--- src/rtl/cmd_frame_initiator.sv ---
// Host-side UART command initiator: serialises one request into a command frame, then assembles the response word.
// Define CMD_FRAME_INITIATOR_TIMEOUT_EN to build the WAIT_RSP timeout path; otherwise RSP_ERR is tied 0.
module cmd_frame_initiator #(
    parameter int DATA_WIDTH     = 8,
    parameter int ADDR           = 4,
    parameter int ALU_OUT_WIDTH  = 16,
    parameter int TIMEOUT_CYCLES = 4096
) (
    input  logic                     CLK,
    input  logic                     RST,
    input  logic                     REQ_VLD,
    output logic                     REQ_RDY,
    input  logic [1:0]               REQ_CMD,
    input  logic [ADDR-1:0]          REQ_ADDR,
    input  logic [DATA_WIDTH-1:0]    REQ_DATA,
    input  logic [DATA_WIDTH-1:0]    REQ_OPB,
    input  logic [3:0]               REQ_FUN,
    output logic [DATA_WIDTH-1:0]    TX_P_DATA,
    output logic                     TX_D_VLD,
    input  logic                     TX_RDY,
    input  logic [DATA_WIDTH-1:0]    RX_P_DATA,
    input  logic                     RX_D_VLD,
    output logic                     RSP_VLD,
    output logic [ALU_OUT_WIDTH-1:0] RSP_DATA,
    output logic                     RSP_ERR,
    output logic                     BUSY
);

    typedef enum logic [1:0] {
        ST_IDLE,
        ST_SEND,
        ST_WAIT_RSP,
        ST_DONE
    } state_t;

    typedef enum logic [1:0] {
        CMD_RF_WR,
        CMD_RF_RD,
        CMD_ALU_OP,
        CMD_ALU_NOP
    } cmd_t;

    localparam logic [DATA_WIDTH-1:0] HDR_WR  = DATA_WIDTH'(8'hAA);
    localparam logic [DATA_WIDTH-1:0] HDR_RD  = DATA_WIDTH'(8'hBB);
    localparam logic [DATA_WIDTH-1:0] HDR_OP  = DATA_WIDTH'(8'hCC);
    localparam logic [DATA_WIDTH-1:0] HDR_NOP = DATA_WIDTH'(8'hDD);

    state_t                   state_q, state_d;
    cmd_t                     cmd_q, cmd_d;
    logic [ADDR-1:0]          addr_q, addr_d;
    logic [DATA_WIDTH-1:0]    data_q, data_d;
    logic [DATA_WIDTH-1:0]    opb_q, opb_d;
    logic [3:0]               fun_q, fun_d;
    logic [1:0]               idx_q, idx_d;
    logic                     rx_cnt_q, rx_cnt_d;
    logic [DATA_WIDTH-1:0]    rx_lo_q, rx_lo_d;
    logic [DATA_WIDTH-1:0]    rx_hi_q, rx_hi_d;
    logic [ALU_OUT_WIDTH-1:0] rsp_data_q, rsp_data_d;

    logic [DATA_WIDTH-1:0]    frame_byte;
    logic [1:0]               last_idx;
    logic                     rx_done;

`ifdef CMD_FRAME_INITIATOR_TIMEOUT_EN
    localparam int TIMER_W = (TIMEOUT_CYCLES > 1) ? $clog2(TIMEOUT_CYCLES) : 1;
    logic [TIMER_W-1:0] timer_q, timer_d;
    logic               rsp_err_q, rsp_err_d;
`endif

    always_comb begin
        frame_byte = '0;
        last_idx   = 2'd1;
        unique case (cmd_q)
            CMD_RF_WR: begin
                last_idx = 2'd2;
                case (idx_q)
                    2'd0:    frame_byte = HDR_WR;
                    2'd1:    frame_byte = DATA_WIDTH'(addr_q);
                    default: frame_byte = data_q;
                endcase
            end
            CMD_RF_RD: begin
                frame_byte = (idx_q == 2'd0) ? HDR_RD : DATA_WIDTH'(addr_q);
            end
            CMD_ALU_OP: begin
                last_idx = 2'd3;
                case (idx_q)
                    2'd0:    frame_byte = HDR_OP;
                    2'd1:    frame_byte = data_q;
                    2'd2:    frame_byte = opb_q;
                    default: frame_byte = DATA_WIDTH'(fun_q);
                endcase
            end
            default: begin
                frame_byte = (idx_q == 2'd0) ? HDR_NOP : DATA_WIDTH'(fun_q);
            end
        endcase
    end

    always_comb begin
        state_d    = state_q;
        cmd_d      = cmd_q;
        addr_d     = addr_q;
        data_d     = data_q;
        opb_d      = opb_q;
        fun_d      = fun_q;
        idx_d      = idx_q;
        rx_cnt_d   = rx_cnt_q;
        rx_lo_d    = rx_lo_q;
        rx_hi_d    = rx_hi_q;
        rsp_data_d = rsp_data_q;
        rx_done    = 1'b0;
`ifdef CMD_FRAME_INITIATOR_TIMEOUT_EN
        timer_d    = timer_q;
        rsp_err_d  = rsp_err_q;
`endif
        unique case (state_q)
            ST_IDLE: begin
                if (REQ_VLD) begin
                    cmd_d   = cmd_t'(REQ_CMD);
                    addr_d  = REQ_ADDR;
                    data_d  = REQ_DATA;
                    opb_d   = REQ_OPB;
                    fun_d   = REQ_FUN;
                    idx_d   = '0;
                    state_d = ST_SEND;
                end
            end
            ST_SEND: begin
                if (TX_RDY) begin
                    if (idx_q == last_idx) begin
                        if (cmd_q == CMD_RF_WR) begin
                            state_d    = ST_DONE;
                            rsp_data_d = '0;
`ifdef CMD_FRAME_INITIATOR_TIMEOUT_EN
                            rsp_err_d  = 1'b0;
`endif
                        end else begin
                            state_d  = ST_WAIT_RSP;
                            rx_cnt_d = 1'b0;
                            rx_lo_d  = '0;
                            rx_hi_d  = '0;
`ifdef CMD_FRAME_INITIATOR_TIMEOUT_EN
                            timer_d  = '0;
`endif
                        end
                    end else begin
                        idx_d = idx_q + 2'd1;
                    end
                end
            end
            ST_WAIT_RSP: begin
                // A byte arriving on the expiry cycle is captured before the timeout is judged.
                if (RX_D_VLD) begin
                    if (!rx_cnt_q) begin
                        rx_lo_d  = RX_P_DATA;
                        rx_cnt_d = 1'b1;
                        rx_done  = (cmd_q == CMD_RF_RD);
                    end else begin
                        rx_hi_d = RX_P_DATA;
                        rx_done = 1'b1;
                    end
                end
                if (rx_done) begin
                    state_d    = ST_DONE;
                    rsp_data_d = ALU_OUT_WIDTH'({rx_hi_d, rx_lo_d});
`ifdef CMD_FRAME_INITIATOR_TIMEOUT_EN
                    rsp_err_d  = 1'b0;
                end else if (timer_q == TIMER_W'(TIMEOUT_CYCLES - 1)) begin
                    state_d    = ST_DONE;
                    rsp_data_d = ALU_OUT_WIDTH'({rx_hi_d, rx_lo_d});
                    rsp_err_d  = 1'b1;
                end else begin
                    timer_d = timer_q + TIMER_W'(1);
`endif
                end
            end
            default: begin
                state_d = ST_IDLE;
            end
        endcase
    end

    always_ff @(posedge CLK or negedge RST) begin
        if (!RST) begin
            state_q    <= ST_IDLE;
            cmd_q      <= CMD_RF_WR;
            addr_q     <= '0;
            data_q     <= '0;
            opb_q      <= '0;
            fun_q      <= '0;
            idx_q      <= '0;
            rx_cnt_q   <= 1'b0;
            rx_lo_q    <= '0;
            rx_hi_q    <= '0;
            rsp_data_q <= '0;
`ifdef CMD_FRAME_INITIATOR_TIMEOUT_EN
            timer_q    <= '0;
            rsp_err_q  <= 1'b0;
`endif
        end else begin
            state_q    <= state_d;
            cmd_q      <= cmd_d;
            addr_q     <= addr_d;
            data_q     <= data_d;
            opb_q      <= opb_d;
            fun_q      <= fun_d;
            idx_q      <= idx_d;
            rx_cnt_q   <= rx_cnt_d;
            rx_lo_q    <= rx_lo_d;
            rx_hi_q    <= rx_hi_d;
            rsp_data_q <= rsp_data_d;
`ifdef CMD_FRAME_INITIATOR_TIMEOUT_EN
            timer_q    <= timer_d;
            rsp_err_q  <= rsp_err_d;
`endif
        end
    end

    assign REQ_RDY   = (state_q == ST_IDLE);
    assign BUSY      = (state_q != ST_IDLE);
    assign TX_D_VLD  = (state_q == ST_SEND);
    assign TX_P_DATA = TX_D_VLD ? frame_byte : '0;
    assign RSP_VLD   = (state_q == ST_DONE);
    assign RSP_DATA  = rsp_data_q;
`ifdef CMD_FRAME_INITIATOR_TIMEOUT_EN
    assign RSP_ERR   = rsp_err_q;
`else
    assign RSP_ERR   = 1'b0;
`endif

endmodule

--- config.mk ---
export PLATFORM = sky130hd
export DESIGN_NAME = cmd_frame_initiator
export DESIGN_NICKNAME = d
export VERILOG_FILES = /design/src/rtl/cmd_frame_initiator.sv
export SDC_FILE = /design/constraint.sdc
export NUM_CORES = 1
export LEC_CHECK = 0
export CAP_MARGIN = 20
export CORE_AREA = 2 2 88 90
export CTS_BUF_LIST = sky130_fd_sc_hd__clkbuf_4 sky130_fd_sc_hd__clkbuf_8
export CTS_CLUSTER_DIAMETER = 50
export DETAILED_ROUTE_END_ITERATION = 7
export DIE_AREA = 0 0 90 92
export PLACE_DENSITY_LB_ADDON = 0.3
export SKIP_LAST_GASP = 1
export SLEW_MARGIN = 25
export SYNTH_ARGS = -nofsm -noshare
export SYNTH_HDL_FRONTEND = slang
export SYNTH_SLANG_ARGS = --single-unit
--- constraint.sdc ---
create_clock -name CLK -period 1.87 [get_ports CLK]
set_input_delay 0.187 -clock CLK [delete_from_list [all_inputs] [get_ports CLK]]
set_output_delay 0.187 -clock CLK [all_outputs]
set_load 0.01 [all_outputs]
-- Word-level counts from Yosys, hierarchy flattened
Cells that the tools add are included.
- bits in registers: 63
- input port bits: 39
- output and inout bits: 29
- word-level logic and storage cells: 79
- add/sub/neg operators: 1
- equality and inequality tests: 16
- mux-type cells: 39
- reductions and logical operators: 12
- operators with widths (cell ; count):
    8-bit 2-to-1 mux ; 10
    16-bit 2-to-1 mux ; 4
    8-bit case mux with 2 select lines ; 3
    8-bit case mux with 3 select lines ; 2
    16-bit case mux with 2 select lines ; 1
    2-bit 2-to-1 mux ; 7
    4-bit AND reduction ; 3
    2-bit inequality test (second input constant) ; 5
    5-bit AND reduction ; 2
    2-bit == test (second input constant) ; 4
    1-bit 2-to-1 mux ; 8
    2-bit case mux with 2 select lines ; 2
    2-bit by 1-bit == test with 1-bit output (second input constant) ; 3
    2-bit zero test ; 3
    2-bit by 1-bit inequality test with 1-bit output (second input constant) ; 3
    2-bit case mux with 3 select lines ; 1
    2-bit nonzero test ; 3
    2-bit by 1-bit adder with 2-bit output (second input constant) ; 1
    2-bit == test ; 1
    1-bit case mux with 2 select lines ; 1
    2-bit AND reduction ; 1

-- Logic depth before layout (Yosys ltp)
Gate-level depths: netlist (run 1).
- depth after elaboration: 6
- depth in mapped cells: 8
- depth with buffers taken out: 6

-- Least setup slack after synthesis (run 1)
Ideal clock, no wire load.
- path kind: flip-flop to flip-flop
- start point: register state_q[1]
- end point: register state_q[0]
- setup time: 125 ps
- arrival time: 1848 ps
- data required time: 1745 ps
- setup slack: -103 ps
- cell stages (with the launch flop): 8
- path buffers: 1
- period minus slack after synthesis: 1973 ps
- cells stage by stage: dfrtp_1 > inv_1 > ha_1 > clkbuf_1 > inv_1 > o22ai_1 > nand3b_1 > mux2_2
- word-level cells in the longest chain between the ends: 3
- elaborated cells between the ends (all ways): 9
- those cells by class: eq/ne: 6; mux: 1; reduce/logical: 2
- ends and longest elaborated chain (element ; line ; text):
    from (decl) ; 48 ; state_t state_q, state_d;
    from (signal assigned) ; 202 ; state_q <= state_d;
    2-bit by 1-bit == test with 1-bit output (*) ; - ;
    via TX_D_VLD ; 19 ; output logic TX_D_VLD,
    2-bit by 1-bit inequality test with 1-bit output (no line) ; - ;
    4-bit AND reduction (no line) ; - ;
The timed path passes the listed nets; every way through them passes the cells marked *.
A chain may end at the register's enable or synchronous reset.

-- Final worst setup path (run 1)
- start point: register idx_q[0]
- end point: output TX_P_DATA[1]
- word-level cells in the longest chain between the ends: 4
- elaborated cells between the ends (all ways): 9
- those cells by class: eq/ne: 2; mux: 6; reduce/logical: 1
- ends and longest elaborated chain (element ; line ; text):
    from (decl) ; 54 ; logic [1:0] idx_q, idx_d;
    from (signal assigned) ; 208 ; idx_q <= idx_d;
    2-bit == test (tied with other cells) ; 87 ; case (idx_q)
    8-bit case mux with 3 select lines (tied with other cells) ; 87 ;
    8-bit case mux with 3 select lines (*) ; 73 ; unique case (cmd_q)
    8-bit 2-to-1 mux (*) ; 223 ; assign TX_P_DATA = TX_D_VLD ? frame_byte : '0;
    to (decl) ; 18 ; output logic [DATA_WIDTH-1:0] TX_P_DATA,
Mark *: on every way between the ends. The rest lies on a longest branch, timed or not.

==> out/metrics.csv, run 1 <==
metric,value,unit
cts-root-buf,clkbuf_8,
clk_latency,0.35,ns
hpwl,5910,um
ir_worst_vdd,0.864,mV
power.switching,0.00353,W
fin_crit_sh,121,%
synth_compound_area_share,12.2,%
layout_setup_ws,-0.391,ns
skew,0.00566,ns
clock-sinks,63,
ys.flop_type,dfrtp_1,
antenna_found_initial,0,
hold_viol,0,
die_y,92,um
synth-simple-area-share,9.85,%
die-area,8280,um^2
num_vias,2831,
drt_iter0_drc,135,
yosysUniqueCellTypes,49,
grt_pass1_wl,14700,um
p_clk_share,14.7,%
synthAdderAreaFrac,3.32,%
timing.fmax,442,MHz
slew_viol_final,0,
async_flop_share,100,%
p_leak,2.30,nW
routabilityCongestion,0.832,
multi_input_area,1870,um^2
power.density,1860,nW/um^2
routedWlPerCell,17.1,um
grt-ovfl-total,0,
outcome,"complete, but fails checks",
whs,0.157,ns
syn_avg_cell_area,11.2,um^2
crit_path_start_kind,flip-flop,
grt_max_degree,37,
synth_xor_area_share,0.258,%
finalSetupViolCount,16,
grt.total_usage,22.6,%
cell_internal_pwr,0.00589,W
power_frac_comb,58.8,%
endpoint_kind,output pin,
firstDrtPassIters,4,
cap_violations,0,
rows,32,
antenna_left,0,
synth-seq-area-share,46.5,%
totalWireLength,9040,um
portBuffers,66,
finalNetCount,470,
fp.dieW,90,um
pwr-share-seq,26.4,%
grt_pass1_vias,3040,
arrival,2.07,ns
core_area,7450,um^2
period_minus_slack,2.26,ns
netSwitchingFraction,37.5,%
io_pins,68,
path_max_fanout,4,
synth_top_family_by_area,multiplexers,
initial_utilization,45.5,%
seq_area,1580,um^2
hold_class,in -> async,
drcViolationCount,0,
synth_area,3390,um^2
violations,negative setup slack,
n_fill_cell,552,
num_antenna_cells,0,
cts_buffer_depth,2,
required,1.68,ns
ys_warn_count,0,
area_growth,49.6,%
synth-seq-cells,63,
syn_nets,350,
synth-edff-count,0,
muxShareOfSynthArea,22.8,%
drive_gt1_share,42.4,%
cts_inserted_buffers,9,
synth_cells,302,
via_per_inst,5.35,
cts_tree,yes,
finalSetupTns,-2.57,ns
cts_max_level,3,
rsz0062_at_grt,yes,
critPathKind,reg -> out,
clkTransAtPathRegs,0.07,ns
==> cells by family (layout without fill, tap and decap cells) <==
logic type | count (synthesis) | after routing
XOR/XNOR | 1 | 1
buffers and inverters | 38 | 162
AND/OR/NAND/NOR | 64 | 65
flip-flops | 63 | 63
multiplexers | 70 | 70
AO/OA/AOI/OAI | 56 | 56
adder cells (fa/ha/maj) | 9 | 9
other | 1 | 1
==> path summary, 6_finish.rpt <==
path / startpoint / to / slack [ns] / cells after the start
min in group CLK: REQ_DATA[6] / data_q[6] / 0.44 / 2
setup reg to reg: idx_q[1] / rx_lo_q[3] / -0.01 / 7
max in group asynchronous: RST / idx_q[1] / 1.04 / 3
setup / recovery: idx_q[0] / TX_P_DATA[1] / -0.39 / 8
hold reg to reg: rx_hi_q[4] / rx_hi_q[4] / 0.49 / 2
hold / removal: RST / RSP_DATA[10] / 0.16 / 2
==> cells in the mapped netlist, types with 2 or more instances <==
master    number  area share (%)
inv_1         18             2.0
ha_1           9             3.3
a22o_1         2            0.52
o311ai_0       2            0.52
o21ai_0       16             2.4
a211oi_1       3            0.66
dfrtp_1       63              46
or3_1          3            0.55
nor2_1         9             1.0
o211ai_1       2            0.44
clkbuf_1      13             1.4
mux2_4         2            0.89
nand3_1        3            0.44
nand2_1       24             2.7
nand3b_1       5             1.1
buf_2          4            0.59
nor2b_1       10             1.8
a221o_1        2            0.59
a22oi_1        3            0.66
a21oi_1        9             1.3
mux2_2        51              17
a31o_2         2            0.52
mux2i_1       17             5.0
o22ai_1        3            0.55
buf_6          2            0.66
nand2b_1       2            0.37
==> power by group through the flow <==
stage	Sequential (W)	Clock [W]	Combinational (W)
after detailed placement	0.00247	0	0.00451
final	0.00249	0.00139	0.00554
after floorplan	0.00236	0	0.00268
after global routing	0.00256	0.00148	0.00596
after CTS	0.00246	0.00141	0.00520
after global placement	0.00244	0	0.00441
==> repair_timing <==
action                                 CTS  global route
resized for setup                       80            27
hold buffers                             1             0
gates cloned                             1             0
pin swaps                               21            21
buffers inserted                        12             5
setup endpoints to repair               39            38
endpoints found under the hold margin   63             0
==> per-stage QoR <==
stage / instance area [um^2] / instances / total power, W / setup WS [ns] / util [%]
2_1_floorplan: 3400 / 302 / 0.00505 / 0.00373 / -
3_3_place_gp: 4460 / 496 / 0.00684 / -0.419 / 59.9
3_5_place_dp: 4460 / 496 / 0.00698 / -0.518 / 59.9
4_1_cts: 4970 / 526 / 0.00906 / -0.331 / 66.7
5_1_grt: 5070 / 529 / 0.0100 / -0.464 / 68.1
6_report: 5070 / 529 / 0.00941 / -0.391 / 68.1
==> metal layers <==
| layer | track usage (%) | part of all wire, % | vias to the layer above |
|---|---|---|---|
| met5 | 0 | 0 | - |
| met4 | 8.85 | 2.3 | 0 |
| met3 | 5.26 | 4.2 | 21 |
| met2 | 40.8 | 53 | 95 |
| met1 | 26.1 | 41 | 1393 |
| li1 | - | - | 1322 |
==> worst max-delay path: stages (launching register included) <==
cell      delay, ns
dfrtp_1        0.41
inv_2          0.10
buf_6          0.10
ha_4           0.15
a22oi_2        0.09
o311ai_2       0.34
o311ai_4       0.17
a21oi_2        0.21
buf_2          0.16
==> flip-flops by register name, summed over array words and instances (netlist names) <==
| register | cells |
|---|---|
| fun_q | 4 |
| opb_q | 8 |
| cmd_q | 2 |
| rx_lo_q | 8 |
| data_q | 8 |
| idx_q | 2 |
| addr_q | 4 |
| RSP_DATA | 16 |
| rx_hi_q | 8 |
| state_q | 2 |
| rx_cnt_q | 1 |
==> placed cells by master (no fill, tap or decap), types with 4 or more instances in the layout <==
cell / instances
nand3b_1: 5
mux2i_1: 17
buf_2: 8
a21oi_1: 5
inv_1: 13
buf_4: 40
ha_4: 5
nor2b_1: 9
ha_1: 4
nor2_1: 7
dfrtp_1: 61
o21ai_0: 12
buf_6: 17
nand2_1: 23
clkdlybuf4s50_1: 55
mux2_2: 51
clkbuf_8: 11
buf_12: 4
==> layout make-up <==
class                      count  area share [%]
multi-input combinational    202            36.8
sequential                    63            31.1
timing repair buffer         128            23.6
clock buffer                  13            3.28
tap                          102            2.52
inverter                      18            1.43
clock inverter                 3            1.28
Power figures use the tool's default switching activity.
==> run 2: changes to the inputs <==
CORE_AREA = 2 2 102 104   (was 2 2 88 90)
DIE_AREA = 0 0 104 106   (was 0 0 90 92)
DONT_BUFFER_PORTS = 1   (was not set)
clock period = 2.7 ns   (was 1.87 ns; I/O delays follow)
==> run 2 against run 1 <==
Net effect:
- the flow now finishes without violations
- flip-flop and latch count unchanged
- largest cell class unchanged
- clock-buffer cell count decreased by 3
- clock skew increased by 0.0046 ns
- sequential power decreased by 29%
- register-to-register slack improved by 0.48 ns
- combinational power decreased by 60%
==> out/metrics.csv, run 2 (synthesis results as in run 1) <==
metric,value,unit,change
outcome,"finished, final reports clean",,
antenna_found_initial,0,,unchanged
core_area,10000,um^2,+34%
period_minus_slack,2.55,ns,
clk_latency,0.34,ns,about the same
r2r_start,state_q[1],,
ir_worst_vdd,0.549,mV,-36%
drt_iter0_drc,116,,-14%
crit_path_start_kind,flip-flop,,
routedWlPerCell,17.1,um,-0.17%
hold_class,in -> reg,,
die_y,106,um,+15%
slew_viol_final,0,,unchanged
max-slew-margin-rel,63.9,%,
grt_pass1_vias,2351,,-23%
hp-start,REQ_DATA[4],,
p_leak,1.69,nW,-26%
skew,0.0102,ns,+0.00458 ns
slowest_stage,dfrtp_1,,
worstPathCellList,inv_1 > ha_2 > or2_2 > or4_1 > o311ai_0 > a21oi_1,,
hold_depth,1,,
clkTransAtPathRegs,0.07,ns,about the same
num_vias,2269,,-20%
reg2reg_slack,0.47,ns,+0.48 ns
cts_inserted_buffers,9,,unchanged
totalWireLength,7540,um,-17%
antenna_left,0,,unchanged
arrival,2.28,ns,+0.21 ns
cp_top_family,simple AND/OR/NAND/NOR gates,,
fin_crit_sh,94.3,%,
cts-root-buf,clkbuf_8,,
cts_tree,yes,,
firstDrtPassIters,4,,unchanged
utilization,37.6,%,-31 points
ff2ff_path_depth,6,,-1
grt_max_degree,64,,+73%
finalNetCount,349,,-26%
hold_end,data_q[4],,
hpwl,5440,um,-8.0%
power.density,1270,nW/um^2,-31%
path_max_fanout,11,,+7
grt_pass1_wl,12300,um,-16%
clock-sinks,63,,unchanged
rsz0062_at_grt,no,,
hold_viol,0,,unchanged
rows,37,,+16%
initial_utilization,33.9,%,-12 points
critPathBufInv,1,,-2
drive_gt1_share,29.1,%,-13 points
critPathKind,reg -> out,,
finalSetupTns,0,ns,+2.57 ns
mostFrequentLayoutCells,"dfrtp_1, mux2_2, nand2_1",,
portBuffers,0,,-100%
tightestPinTransition,0.541,ns,
via_per_inst,5.13,,-4.1%
num_antenna_cells,0,,unchanged
whs,0.0783,ns,-0.0791 ns
die-area,11000,um^2,+33%
cts_max_level,3,,unchanged
io_pins,68,,unchanged
finalPower,0.00478,W,-49%
cpPeakStageDelay,0.47,ns,+0.06 ns
reg2reg_to,state_q[1],,
grt.total_usage,14.4,%,-8.2 points
endpoint_kind,output pin,,
crit_path_start,idx_q[1],,
area_growth,10.8,%,
required,2.43,ns,+0.75 ns
cts_buffer_depth,2,,unchanged
timing.fmax,393,MHz,
grt-ovfl-total,0,,unchanged
routabilityCongestion,0.772,,-7.3%
finalSetupViolCount,0,,-16
post-cts-setup-buffers,0,,-12
largest_reg_flops,16,,unchanged
cap_violations,0,,unchanged
fp.dieW,104,um,+16%
drcViolationCount,0,,unchanged
layout_commonest_cell,dfrtp_1,,
run 2: changes by cell type in the layout (fill, tap and decap cells not counted), sizes merged:
cell,previous run,this run
clkinv,1,4
clkbuf,14,10
dlygate4sd2,2,0
buf,69,7
clkinvlp,0,1
bufinv,2,1
clkdlybuf4s50,55,0
nand3,5,4
run 2: report_power, final:
part | internal, W | leakage [nW] | total, W | switching (W)
registers | 0.00138 | 0.808 | 0.00177 | 0.000383
logic | 0.00105 | 0.782 | 0.00220 | 0.00115
clock network | 0.000433 | 0.0994 | 0.000807 | 0.000374
run 2: layer usage:
metal / wire length [um] / track usage, % / vias up
li1: - / - / 1069
met1: 3010 / 15.8 / 1112
met2: 3710 / 24.3 / 79
met3: 721 / 7.23 / 9
met4: 92 / 4.63 / 0
met5: 0 / 0 / -
run 2: worst max-delay path by stage:
stage / endpoint / cells after the start
after detailed placement: TX_P_DATA[1] / 6
after floorplan: TX_P_DATA[3] / 6
after global routing: TX_P_DATA[1] / 6
after CTS: TX_P_DATA[1] / 6
after global placement: TX_P_DATA[1] / 6
final: TX_P_DATA[1] / 6
run 2: through the flow:
stage          cell area (um^2)  instances  worst slack (ns)
2_1_floorplan              3390        302             0.715
3_3_place_gp               3510        424             0.441
3_5_place_dp               3510        424             0.408
4_1_cts                    3740        442            0.0130
5_1_grt                    3760        442            0.0181
6_report                   3760        442             0.154
run 2: area by class of cell:
class | count | area, um^2
fillers | 1013 | 6240
multi-input cells | 201 | 1670
flip-flops and latches | 63 | 1580
well taps | 136 | 170
clock buffers | 10 | 131
repair buffers | 8 | 82.6
inverters | 18 | 67.6
clock inverters | 6 | 61.3
run 2: repair_timing:
item | 4_1_cts | 5_1_grt
endpoints found under the setup margin | 0 | 3
hold buffers | 2 | 0
resized for setup | 0 | 5
hold endpoints to repair | 63 | 0
==> run 3: changes to the inputs <==
CORE_AREA = 2 2 121 88   (was 2 2 102 104)
DIE_AREA = 0 0 123 90   (was 0 0 104 106)
==> run 3 against run 2 <==
Net effect:
- global-route usage increased by 0.75 points
- via count fell by 0.57%
- sequential share of layout area down 0.68 points
- first-iteration DRC count rose by 62%
- register-to-register slack worse by 0.02 ns
- critical path depth unchanged
- hold slack lost 0.0047 ns
- clock-buffer cell count up 1
==> out/metrics.csv, run 3 (synthesis results as in run 1) <==
metric,value,unit,change
die_y,90,um,-15%
num_vias,2256,,-0.57%
clk_latency,0.35,ns,about the same
layout_commonest_cell,dfrtp_1,,
mostFrequentLayoutCells,"dfrtp_1, mux2_2, nand2_1",,
cap_violations,0,,unchanged
ir_worst_vdd,0.331,mV,-40%
routabilityCongestion,0.768,,-0.51%
endpoint_kind,output pin,,
grt-ovfl-total,0,,unchanged
n_fill_cell,946,,-6.6%
p_leak,1.73,nW,+2.3%
outcome,"finished, final reports clean",,
core_area,10000,um^2,about the same
period_minus_slack,2.54,ns,-0.0101 ns
finalPower,0.00508,W,+6.3%
initial_utilization,33.9,%,about the same
totalWireLength,7910,um,+5.0%
finalSetupViolCount,0,,unchanged
reg2reg_to,state_q[0],,
hold_viol,0,,unchanged
grt_pass1_vias,2266,,-3.6%
routedWlPerCell,17.9,um,+5.2%
grt.total_usage,15.1,%,+0.75 points
cts_max_level,3,,unchanged
slowest_stage,dfrtp_2,,
cts-root-buf,clkbuf_8,,
grt_pass1_wl,12800,um,+4.3%
finalNetCount,351,,+0.57%
worstPathCellList,inv_1 > ha_1 > or2_2 > or4_1 > o311ai_0 > a21oi_1,,
cpPeakStageDelay,0.49,ns,+0.02 ns
hold_depth,1,,unchanged
hold_end,data_q[4],,
hold_class,in -> reg,,
tightestPinTransition,0.526,ns,-0.0158 ns
clkTransAtPathRegs,0.07,ns,about the same
ff2ff_path_depth,6,,unchanged
cts_buffer_depth,2,,unchanged
clock-sinks,63,,unchanged
finalSetupTns,0,ns,unchanged
critPathKind,reg -> out,,
portBuffers,0,,unchanged
cts_inserted_buffers,9,,unchanged
antenna_left,0,,unchanged
firstDrtPassIters,5,,+1
antenna_found_initial,2,,+2
arrival,2.27,ns,about the same
grt_max_degree,64,,unchanged
drt_iter0_drc,188,,+62%
cts_tree,yes,,
drcViolationCount,0,,unchanged
hpwl,5660,um,+4.1%
cp_top_family,simple AND/OR/NAND/NOR gates,,
r2r_start,state_q[1],,
area_growth,12.7,%,
largest_reg_flops,16,,unchanged
io_pins,68,,unchanged
path_max_fanout,10,,-1
required,2.43,ns,about the same
reg2reg_slack,0.45,ns,-0.02 ns
rows,31,,-16%
skew,0.0157,ns,+0.00549 ns
hp-start,REQ_DATA[4],,
fin_crit_sh,93.9,%,-0.38 points
rsz0062_at_grt,no,,
crit_path_start,idx_q[0],,
crit_path_start_kind,flip-flop,,
max-slew-margin-rel,65.0,%,+1.1 points
slew_viol_final,0,,unchanged
timing.fmax,394,MHz,+0.40%
fp.dieW,123,um,+18%
power.density,1330,nW/um^2,+4.5%
drive_gt1_share,29.2,%,+0.14 points
die-area,11100,um^2,+0.42%
critPathBufInv,1,,unchanged
via_per_inst,5.12,,-0.35%
-- run 3: layer usage --
metal  share of wire, %  track usage [%]  routed length, um
met2                 42             20.2               3310
met3                8.8             6.35                693
met1                 48             22.0               3770
met5               0.16                0                 13
met4                1.6             4.55                123
-- run 3: area by class of cell --
class	instances	area [um^2]	area share, %
Multi-Input combinational cell	201	1660	43.5
Sequential cell	63	1580	41.3
Antenna cell	1	2.50	0.0655
Tap cell	132	165	4.32
Clock inverter	5	104	2.72
Clock buffer	11	145	3.80
Timing Repair Buffer	10	97.6	2.55
Inverter	18	67.6	1.77
-- run 3: worst reg2reg max path: stages, from the launching register on --
cell and delay (ns):
dfrtp_1 0.43, inv_1 0.10, ha_1 0.49, inv_1 0.19
o22ai_1 0.37, nand3b_1 0.21, mux2_2 0.34
-- run 3: where the power goes --
part           switching [W]  internal [W]
logic                0.00120       0.00107
registers           0.000401       0.00138
clock network       0.000382      0.000651
-- run 3: how the worst max path moves through the flow --
stage | endpoint | slack, ns | cells past startpoint
after floorplan | TX_P_DATA[3] | 0.72 | 6
after global placement | TX_P_DATA[1] | 0.44 | 6
after detailed placement | TX_P_DATA[1] | 0.37 | 6
after CTS | TX_P_DATA[1] | 0.09 | 6
after global routing | TX_P_DATA[1] | 0.03 | 6
final | TX_P_DATA[1] | 0.16 | 6
-- run 3: per-stage QoR --
step                cell area [um^2]  util [%]  setup WS [ns]  hold WS, ns  std cells
floorplan                       3390         -          0.715      -0.0256        302
global placement                3520      35.1          0.438      -0.0243        422
detailed placement              3520      35.1          0.374      -0.0235        422
CTS                             3810      38.0         0.0884       0.0607        440
global route                    3820      38.2         0.0349       0.0530        441
finish                          3820      38.2          0.164       0.0737        441
-- run 3: repair_timing --
item / CTS / global route
hold buffers: 2 / 0
gates resized for setup: 1 / 3
buffers inserted: 0 / 0
hold endpoints to repair: 63 / 0
setup endpoints to repair: 1 / 1
==> edit: new RTL, config.mk and constraints of run 1 <==
`DATA_WIDTH`: 8 -> 10.
--- a/src/rtl/cmd_frame_initiator.sv
+++ b/src/rtl/cmd_frame_initiator.sv
@@ -1,7 +1,7 @@
 // Host-side UART command initiator: serialises one request into a command frame, then assembles the response word.
 // Define CMD_FRAME_INITIATOR_TIMEOUT_EN to build the WAIT_RSP timeout path; otherwise RSP_ERR is tied 0.
 module cmd_frame_initiator #(
-    parameter int DATA_WIDTH     = 8,
+    parameter int DATA_WIDTH     = 10,
     parameter int ADDR           = 4,
     parameter int ALU_OUT_WIDTH  = 16,
     parameter int TIMEOUT_CYCLES = 4096
Interface: changed (resized REQ_DATA, REQ_OPB, RX_P_DATA and TX_P_DATA); port bits go from 68 to 76. The function was not compared with the original's and may differ.
==> edit against run 1 <==
  * The flow still finishes with violations (setup timing)
  * Count of clock-buffer cells in the layout fell by 3
  * Synthesized area rose by 5.6%
  * Worst setup slack improved by 46 ps
  * Final area rose by 3.9%
  * Sequential power rose by 6%
  * Die area did not move
  * Sequential cell count rose by 4
  * Routed wire length rose by 3.7%
  * Power fell by 2.4%
  * Via count rose by 7.5%
  * Critical path type unchanged
  * Largest cell class unchanged
==> edit: results (changes against run 1) <==
| Metric | Value | Unit | Change |
|---|---|---|---|
| Result of the run | finished with violations | - | unchanged |
| Violated checks | setup timing | - | unchanged |
| Mean routed wirelength per cell | 16.95 | um | was 17.08 um |
| Synth area leaders | dfrtp_1, mux2_2, mux2_4, nand2_1, a21oi_1 | - | was dfrtp_1, mux2_2, mux2i_1, ha_1, nand2_1 |
| Count of cell types in the netlist | 54 | - | was 49 |
| Pin count of the biggest net entering global routing | 68 | - | was 37 |
| Final Skew | 7.271 | ps | was 5.657 ps |
| Via Count | 3,044 | - | was 2,831 |
| Global-route track usage on met3 | 0.04026 | - | was 0.05259 |
| Primary FF master, synth | dfrtp_1 | - | unchanged |
| Count of synthesis-stage warnings from yosys | 0 | - | unchanged |
| Clock slew at the register clock pins of the worst setup and hold paths | 70 | ps | about the same |
| Maximum vdd ir drop | 0.9608 | mV | was 0.8638 mV |
| Placer congestion estimate | 0.7951 | - | was 0.8323 |
| Post-route setup TNS | -3242 | ps | was -2571 ps |
| Critical path's top delay family | buffers and inverters | - | was compound AO/OA/AOI/OAI gates |
| Post-DP HPWL | 6010 | um | was 5912 um |
| Via count of the first global-routing pass | 3,115 | - | was 3,040 |
| Max Used Layer | met4 | - | unchanged |
| Arrival time at the worst endpoint | 2030 | ps | was 2070 ps |
| Inserted Diodes | 0 | - | unchanged |
| Critical Path Fanout Max | 4 | - | unchanged |
| Minimum setup slack in the final design | -344.5 | ps | was -390.8 ps |
| Fraction of final layout cells with drive strength greater than 1 | 0.4213 | - | was 0.4239 |
| Amount of wire on met3 after detailed routing | 386 | um | was 384 um |
| Sequential fraction of the synthesis area | 0.4684 | - | was 0.4649 |
| Critical-path cell with the highest stage delay | dfrtp_2 | - | was dfrtp_1 |
| Nets in the synthesized netlist | 378 | - | was 350 |
| Number of nets at the end of the flow | 500 | - | was 470 |
| Met2 wire length | 4802 | um | was 4775 um |
| Port-buffer cells | 74 | - | was 66 |
| Leakage component of the power | 0.002348 | uW | was 0.002295 uW |
| Met2 usage | 0.4041 | - | was 0.4079 |
| M1 GR Usage | 0.2705 | - | was 0.2605 |
| All-Layer GR Usage | 0.2290 | - | was 0.2263 |
| Fill count | 538 | - | was 552 |
| Global-route wire length before repair | 15,010 | um | was 14,700 um |
| M1 wire length | 3879 | um | was 3669 um |
| Iteration-0 DRC count of the detailed router | 233 | - | was 135 |
| Cell chosen for the clock root | clkbuf_8 | - | unchanged |
| Largest register FFs | 16 | - | unchanged |
| TritonCTS buffer count | 9 | - | unchanged |
| DR pass1 iterations | 5 | - | was 4 |
| Setup-failing EPs final | 26 | - | was 16 |
| Number of buffers on the longest clock path | 2 | - | unchanged |
| Most frequent cells after synthesis | dfrtp_1, mux2_2, nand2_1, a21oi_1, clkbuf_1 | - | was dfrtp_1, mux2_2, nand2_1, inv_1, mux2i_1 |
## edit: final timing paths
path / startpoint / to / slack, ps / cells past startpoint
min in group CLK: REQ_DATA[0] / data_q[0] / 440 / 2
worst max register to register: idx_q[0] / RSP_DATA[15] / -50 / 6
worst min-delay path: RST / state_q[0] / 400 / 3
max in group asynchronous: RST / idx_q[0] / 1160 / 3
worst min register to register: RSP_DATA[4] / RSP_DATA[4] / 510 / 1
worst max-delay path: idx_q[0] / TX_P_DATA[4] / -340 / 9
## edit: area by class of cell
cell class	count	area, sq um	share of cell area
Inverter	9	36.28	0.006883
Clock inverter	5	85.08	0.01614
Timing Repair Buffer	134	1284	0.2435
Sequential cell	67	1679	0.3185
Tap cell	102	127.6	0.02421
Multi-Input combinational cell	226	1922	0.3646
Clock buffer	10	137.6	0.02611
## edit: repair_timing
action,4_1_cts,5_1_grt
hold buffers,1,0
endpoints found under the setup margin,30,46
hold endpoints to repair,67,0
pin swaps,18,11
setup buffers,8,11
gates resized for setup,82,19
gates cloned,0,1
## edit: cell families after synthesis
group,share of synthesized area
mux,0.2146
buf+inv,0.04194
flops,0.4684
fa+ha+maj,0.02796
simple gates,0.1160
xor+xnor,0.006992
compound gates,0.1230
other cells,0.001048
## edit: stage by stage
step	instances	worst slack (ps)	instance area, sq um	power [uW]
after floorplan	325	43.98	3588	5193
after CTS	541	-314.1	5075	8677
after global placement	517	-354.4	4688	6825
final	553	-344.5	5271	9189
after detailed placement	517	-398.7	4688	6975
after global routing	553	-415.1	5271	9740
## edit: power by group
group          internal [uW]  leakage [uW]  switching (uW)
clock network            789      0.000109             597
logic                   2880       0.00138            2280
registers               2130      0.000854             517
total                   5800       0.00235            3390
